## src/rtl/pipelined_multiplier_if.sv

```systemverilog
// Request/result bundle for the pipelined multiplier.
// The master issues operations and consumes results.
interface pipelined_multiplier_if #(
    parameter int WIDTH     = 32,
    parameter int TAG_WIDTH = 5
);
    logic                 flush;
    logic                 multiplierStart;
    logic                 multiplierReady;
    logic                 signA;
    logic                 signB;
    logic [WIDTH-1:0]     operandA;
    logic [WIDTH-1:0]     operandB;
    logic [TAG_WIDTH-1:0] tagIn;
    logic [WIDTH-1:0]     multiplierResultHigh;
    logic [WIDTH-1:0]     multiplierResultLow;
    logic                 multiplierDone;
    logic [TAG_WIDTH-1:0] tagOut;
    logic                 resultAccept;

    modport master (
        output flush, multiplierStart, signA, signB,
        output operandA, operandB, tagIn, resultAccept,
        input  multiplierReady, multiplierResultHigh,
        input  multiplierResultLow, multiplierDone, tagOut
    );

    modport slave (
        input  flush, multiplierStart, signA, signB,
        input  operandA, operandB, tagIn, resultAccept,
        output multiplierReady, multiplierResultHigh,
        output multiplierResultLow, multiplierDone, tagOut
    );
endinterface

```

## src/rtl/pipelined_multiplier.sv

```systemverilog
// Fully pipelined WIDTHxWIDTH multiplier with tag sideband,
// per-operand signedness, whole-pipe backpressure and flush.
module pipelined_multiplier #(
    parameter int WIDTH     = 32,
    parameter int STAGES    = 3,
    parameter int TAG_WIDTH = 5
) (
    input logic                   clk,
    input logic                   reset,
    pipelined_multiplier_if.slave bus
);
    localparam int PW = 2 * WIDTH;

    logic [STAGES-1:0]    vld;
    logic [TAG_WIDTH-1:0] tg [STAGES];
    logic [PW-1:0]        pr [STAGES];
    logic [WIDTH-1:0]     opA;
    logic [WIDTH-1:0]     opB;
    logic                 sA;
    logic                 sB;
    logic                 stall;
    logic                 ready;
    logic                 accept;

    // Extending to 2*WIDTH keeps the low 2*WIDTH product bits exact.
    function automatic logic [PW-1:0] mulx(
        input logic             sa,
        input logic             sb,
        input logic [WIDTH-1:0] a,
        input logic [WIDTH-1:0] b
    );
        logic [PW-1:0] ea;
        logic [PW-1:0] eb;
        ea = {{WIDTH{sa & a[WIDTH-1]}}, a};
        eb = {{WIDTH{sb & b[WIDTH-1]}}, b};
        return ea * eb;
    endfunction

    assign stall  = vld[STAGES-1] & ~bus.resultAccept;
    assign ready  = ~reset & ~bus.flush & (~stall | ~vld[0]);
    assign accept = bus.multiplierStart & ready;

    always_ff @(posedge clk or posedge reset) begin
        if (reset) begin
            vld <= '0;
            opA <= '0;
            opB <= '0;
            sA  <= 1'b0;
            sB  <= 1'b0;
            for (int i = 0; i < STAGES; i++) begin
                tg[i] <= '0;
                pr[i] <= '0;
            end
        end else if (bus.flush) begin
            vld <= '0;
        end else begin
            // Slot 0 may fill a bubble even while the rest is stalled.
            if (ready) begin
                vld[0] <= accept;
                if (accept) begin
                    tg[0] <= bus.tagIn;
                    opA   <= bus.operandA;
                    opB   <= bus.operandB;
                    sA    <= bus.signA;
                    sB    <= bus.signB;
                    if (STAGES == 1) begin
                        pr[0] <= mulx(bus.signA, bus.signB,
                                      bus.operandA, bus.operandB);
                    end
                end
            end
            if (!stall) begin
                for (int i = 1; i < STAGES; i++) begin
                    vld[i] <= vld[i-1];
                    if (vld[i-1]) begin
                        tg[i] <= tg[i-1];
                        if (i == 1) begin
                            pr[i] <= mulx(sA, sB, opA, opB);
                        end else begin
                            pr[i] <= pr[i-1];
                        end
                    end
                end
            end
        end
    end

    assign bus.multiplierReady      = ready;
    assign bus.multiplierDone       = vld[STAGES-1];
    assign bus.tagOut               = tg[STAGES-1];
    assign bus.multiplierResultHigh = pr[STAGES-1][PW-1:WIDTH];
    assign bus.multiplierResultLow  = pr[STAGES-1][WIDTH-1:0];
endmodule

```

## src/flat_wrapper.sv

```systemverilog
// flat-port wrapper written by rule: the top's interface ports become plain ports
module pipelined_multiplier_flat 
#(
    parameter int WIDTH     = 32,
    parameter int STAGES    = 3,
    parameter int TAG_WIDTH = 5
)
  (clk, reset, bus_flush, bus_multiplierStart, bus_signA, bus_signB, bus_operandA, bus_operandB, bus_tagIn, bus_resultAccept, bus_multiplierReady, bus_multiplierResultHigh, bus_multiplierResultLow, bus_multiplierDone, bus_tagOut);
  pipelined_multiplier_if #(.WIDTH(WIDTH), .TAG_WIDTH(TAG_WIDTH)) bus_i ();
  input logic clk;
  input logic reset;
  input wire logic [$bits(bus_i.flush)-1:0] bus_flush;
  input wire logic [$bits(bus_i.multiplierStart)-1:0] bus_multiplierStart;
  input wire logic [$bits(bus_i.signA)-1:0] bus_signA;
  input wire logic [$bits(bus_i.signB)-1:0] bus_signB;
  input wire logic [$bits(bus_i.operandA)-1:0] bus_operandA;
  input wire logic [$bits(bus_i.operandB)-1:0] bus_operandB;
  input wire logic [$bits(bus_i.tagIn)-1:0] bus_tagIn;
  input wire logic [$bits(bus_i.resultAccept)-1:0] bus_resultAccept;
  output wire logic [$bits(bus_i.multiplierReady)-1:0] bus_multiplierReady;
  output wire logic [$bits(bus_i.multiplierResultHigh)-1:0] bus_multiplierResultHigh;
  output wire logic [$bits(bus_i.multiplierResultLow)-1:0] bus_multiplierResultLow;
  output wire logic [$bits(bus_i.multiplierDone)-1:0] bus_multiplierDone;
  output wire logic [$bits(bus_i.tagOut)-1:0] bus_tagOut;
  assign bus_i.flush = bus_flush;
  assign bus_i.multiplierStart = bus_multiplierStart;
  assign bus_i.signA = bus_signA;
  assign bus_i.signB = bus_signB;
  assign bus_i.operandA = bus_operandA;
  assign bus_i.operandB = bus_operandB;
  assign bus_i.tagIn = bus_tagIn;
  assign bus_i.resultAccept = bus_resultAccept;
  assign bus_multiplierReady = bus_i.multiplierReady;
  assign bus_multiplierResultHigh = bus_i.multiplierResultHigh;
  assign bus_multiplierResultLow = bus_i.multiplierResultLow;
  assign bus_multiplierDone = bus_i.multiplierDone;
  assign bus_tagOut = bus_i.tagOut;
  pipelined_multiplier #(.WIDTH(WIDTH), .STAGES(STAGES), .TAG_WIDTH(TAG_WIDTH)) u_core (.clk(clk), .reset(reset), .bus(bus_i));
endmodule
```

## config.mk

```make
export PLATFORM = sky130hd
export DESIGN_NAME = pipelined_multiplier_flat
export DESIGN_NICKNAME = d
export VERILOG_FILES = /design/src/rtl/pipelined_multiplier_if.sv /design/src/rtl/pipelined_multiplier.sv /design/src/flat_wrapper.sv
export SDC_FILE = /design/constraint.sdc
export NUM_CORES = 2
export LEC_CHECK = 0
export CAP_MARGIN = 20
export CORE_MARGIN = 2
export CORE_UTILIZATION = 35
export DETAILED_ROUTE_END_ITERATION = 16
export GPL_ROUTABILITY_DRIVEN = 1
export GPL_TIMING_DRIVEN = 0
export SYNTH_ARGS = -nofsm -noshare
export SYNTH_HDL_FRONTEND = slang
export SYNTH_SLANG_ARGS = --single-unit
```

## constraint.sdc

```tcl
create_clock -name clk -period 10.22 [get_ports clk]
set_clock_uncertainty 0.05 [all_clocks]
set_input_delay 3.066 -clock clk [delete_from_list [all_inputs] [get_ports clk]]
set_output_delay 3.066 -clock clk [all_outputs]
set_load 0.01 [all_outputs]
```

======== Word-level counts from Yosys, hierarchy flattened ========
Cells that the tools add are included.
storage, ports and cells
  latch bits .............................. 0
  memories kept ........................... 0
  logic and storage cells ................. 32
  RAM bits ................................ 0
  output and inout port bits .............. 71
  flip-flop bits (word level) ............. 212
  ROM bits ................................ 0
  input port bits ......................... 76
operators by class
  bitwise gates (word level) .............. 12
  multiplexer cells ....................... 3
  equality and inequality tests ........... 1
  multipliers ............................. 1
  shifts and indexed selects .............. 0
  add/subtract/negate cells ............... 0
  order comparisons ....................... 0
  divide/modulo/power cells ............... 0
  reductions and logical operators ........ 4
operators by type and width
  cell                count
  $mul 33x33->64      1
  $reduce_and 3->1    3
  $and 1x1->1         6
  $not 1->1           5
  $mux 3              1
  $mux 2              1
  $ne 2x2->1 const B  1
  $reduce_bool 2->1   1
  $mux 1              1
  $or 1x1->1          1

======== Longest topological paths before layout ========
  depth in word-level cells ............... 8
  mapped depth ............................ 31
  mapped depth without buffers ............ 28

======== Worst setup path after synthesis ========
No wires, ideal clock.
  path type ............................... reg-to-reg
  from .................................... reg u_core.sA
  to ...................................... reg u_core.pr[125] (netlist bit)
  cell stages (with the launch flop) ...... 27
  data arrival time ....................... 8085 ps
  setup time .............................. 92 ps
  path buffers ............................ 2
  setup slack ............................. 1993 ps
  required time ........................... 10078 ps
  period minus slack after synthesis ...... 8227 ps
  cells stage by stage .................... dfrtp_1 -> and2_1 -> clkbuf_1 -> clkbuf_1 -> nand2_1 -> inv_1 -> fa_1 -> fa_1 -> fa_1 -> inv_1 -> fa_1 -> fa_1 -> fa_1 -> fa_1 -> fa_1 -> inv_1 -> ha_1 -> a21oi_1 -> o21ai_0 -> a211oi_1 -> nand3_1 -> a211oi_2 -> o41ai_4 -> a211oi_2 -> nor2b_1 -> o21a_1 -> o31ai_2
between the ends
  word-level cells in the longest chain between the ends .. 2
ends and longest elaborated chain
  item                           line                        source
  start, declared                pipelined_multiplier.sv:19  logic sA;
  start signal, assigned         pipelined_multiplier.sv:64  sA <= bus.signA;
  $and 1x1->1                    pipelined_multiplier.sv:34  ea = {{WIDTH{sa & a[WIDTH-1]}}, a};
  $mul 33x33->64                 pipelined_multiplier.sv:36  return ea * eb;
  end signal, assigned by index  pipelined_multiplier.sv:78  pr[i] <= mulx(sA, sB, opA, opB);
  end signal, assigned by index  pipelined_multiplier.sv:80  pr[i] <= pr[i-1];
  end, declared                  pipelined_multiplier.sv:16  logic [PW-1:0] pr [STAGES];
No other way between the ends.
A chain may end at the register's enable or synchronous reset.

======== Final worst setup path ========
  from .................................... reg u_core.opA[17]
  to ...................................... reg u_core.pr[127] (netlist bit)
between the ends
  word-level cells in the longest chain between the ends .. 1
ends and longest elaborated chain
  item                    line                        source
  start, declared         pipelined_multiplier.sv:17  logic [WIDTH-1:0] opA;
  start signal, assigned  pipelined_multiplier.sv:62  opA <= bus.operandA;
  $mul 33x33->64          pipelined_multiplier.sv:36
No other way between the ends.

==> metrics.yaml <==
setup_path:
  crit_type: "register to register"
  cpLargestDelayFamily: "adder cells"
  startpoint_type: "register"
  cp.arrival_ps: 10440
  crit_fanout: 10
  cp.required_ps: 10630
  crit_path_frequent_cell: "fa_1"
  cpPeakStageDelay_ps: 930
  cp-end-kind: "register"
  cp_slowest_cell: "clkdlybuf4s15_1"
  crit_buf_inv: 6
drt:
  first_pass_iters: 8
  vias: 33783
  vias_per_cell: 5.01
  drt-initial-drc-count: 2461
  drc: 0
  ant_nets: 0
  wirelength_um: 167000
  routedWlPerCell_um: 24.7
min_path:
  hp-class: "register to register"
final_layout:
  drive_gt1_share_pct: 6.35
  final_cells: 6737
  synthToLayoutAreaGrowth_pct: 10.5
  fin_nets: 6367
  design_area_sq_um: 50900
  final_common_cell: "fa_1"
  nFillCells: 13456
  mostFrequentLayoutCells: "1123 x fa_1, 1101 x inv_1, 819 x nand2_1, 356 x and2_1, 243 x clkbuf_1"
sta:
  timing.final.ws_setup_ps: 188
  maxClockFrequency_mhz: 99.7
  finalHoldViolations: 0
  period_share_pct: 98.2
  slew_headroom_pct: 16.8
  setup_viol: 0
  hold_ws_ps: 417
  drv_slew: 0
  fin_crit_ps: 10030
  tightest_slew_ps: 1250
clocking:
  cts.sinks: 212
  cts_tree: "done"
  hold_buffers: 0
  cts.path.max_buffers: 3
  clockRootBuffer: "clkbuf_16"
  clock_latency_ps: 610
  cts_buffers: 26
  htreeDepth: 1
  clkTransAtPathRegs_ps: 60
floorplanning:
  rows: 133
  die_x_um: 367
  pin_count: 147
  die_h_um: 367
  initial_core_util_pct: 35.1
  core-area_sq_um: 131000
  dieArea_sq_um: 135000
global_route:
  grt_max_degree: 111
  grt_overflow: 0
  first_global_vias: 36336
  track_usage_pct: 25.1
  grt_pass1_wl_um: 245000
  antenna_found_initial: 10
synth:
  asyncSetResetFlopFracSynth_pct: 100
  synth_edf_count: 0
  synth.net_count: 6181
  synth_top_area_share_pct: 48.9
  synth_top_cell_by_area: "fa_1"
  yosys_most_used_dff: "dfrtp_1"
  synth_area_sq_um: 46100
  syn-instance-count: 4768
  synth_area_per_cell_sq_um: 9.66
  synthTopCellsByArea: "fa_1 49%, dfrtp_1 12%, inv_1 9.0%, nand2_1 6.7%, ha_1 5.8%"
  ys_types: 72
  synth_warnings: 0
  synth_sequential_area_ratio_pct: 11.5
  synth-seq-cells: 212
placed_design:
  placed_area_sq_um: 49800
  dp_slack_ps: -503
  dp_cells: 6674
  place.gp.congestion: 0.986
  io_buffers: 146
  hpwl_um: 139000
run_status:
  status: "finished, final reports clean"
flow_run:
  cap_violations: 0
logic make-up (layout without fill, tap and decap cells):
family	Yosys count	in the layout	synth area share, %
flops	212	212	11.5
simple gates	1330	1330	13.3
other cells	0	8	0
xor+xnor	67	67	1.27
mux	143	143	3.49
compound gates	248	248	3.51
buf+inv	1431	1637	12.2
fa+ha+maj	1337	1337	54.6
path summary, 6_finish.rpt:
kind	start	to	slack (ps)	cells after the start
max	u_core.opA[17]	u_core.pr[127]	190	26
min	u_core.tg[12]	u_core.tg[7]	420	2
max reg2reg	u_core.opA[17]	u_core.pr[127]	190	26
min reg2reg	u_core.tg[12]	u_core.tg[7]	420	2
max in group asynchronous	reset	u_core.opB[13]	6060	3
min in group asynchronous	reset	u_core.bus.tagOut[1]	3020	2
sequential cells by signal, summed over array words and instances, names as in the netlist:
| register | count |
|---|---|
| u_core.bus.multiplierResultLow | 32 |
| u_core.opB | 32 |
| u_core.sA | 1 |
| u_core.tg | 10 |
| u_core.bus.tagOut | 5 |
| u_core.bus.multiplierResultHigh | 32 |
| u_core.sB | 1 |
| u_core.vld | 3 |
| u_core.pr | 64 |
| u_core.opA | 32 |
synth_stat cells (3+ instances only):
master / number
nand4_1: 16
xor2_1: 20
a21oi_1: 60
and2_1: 356
o21ai_1: 6
ha_1: 212
buf_1: 9
inv_1: 1103
nor2b_1: 5
nand2b_1: 4
nor3b_1: 5
and3_1: 25
a31oi_1: 8
dfrtp_1: 212
or2_2: 12
clkbuf_1: 247
nand3_1: 10
a21o_1: 35
o211ai_1: 3
o21bai_1: 10
a221o_1: 3
fa_1: 1125
a211oi_1: 4
a211oi_2: 4
nand2_1: 819
nor3_1: 9
o21a_1: 8
nor2_1: 53
buf_4: 69
xnor2_1: 47
o31ai_1: 4
a211o_1: 3
mux2_2: 142
o21ai_0: 71
area by class of cell:
type	count	area [sq um]	area share [%]
Antenna cell	8	20.0	0.0393
Buffer	328	1510	2.96
Clock buffer	33	707	1.39
Clock inverter	15	234	0.460
Inverter	1103	4150	8.16
Multi-Input combinational cell	3125	35100	69.1
Sequential cell	212	5310	10.4
Tap cell	1755	2200	4.31
Timing Repair Buffer	158	1630	3.21
worst reg2reg max path: cells and delay by family (launching register included):
family                     cells  cell delay [ps]
adders and majority gates      9             4860
AOI/OAI and AO/OA              8             2560
buffers and inverters          6             1300
DFF                            1              720
and+or+nand+nor                3              400
per-stage QoR:
step                      util (%)  TNS (ps)
after floorplan                  -         0
after detailed placement      38.0     -1600
after global placement        37.9   -410970
final                         38.8         0
after global routing          38.8    -0.747
after CTS                     38.7         0
routing by layer:
layer | GRT usage [%] | vias to the layer above | wire length (um)
met3 | 4.33 | 470 | 12400
met5 | 0 | - | 43
li1 | - | 14132 | -
met4 | 16.7 | 6 | 13700
met1 | 31.3 | 17652 | 63300
met2 | 40.1 | 1523 | 77200
timing repair:
item,CTS,global route
pin swaps,0,1
hold endpoints to repair,0,0
endpoints found under the setup margin,5,7
gates resized for setup,3,13
buffers inserted,0,4
Power is left out: the tool's default activity adds up to more than one toggle a clock period on the data nets, which glitch-free logic cannot reach.
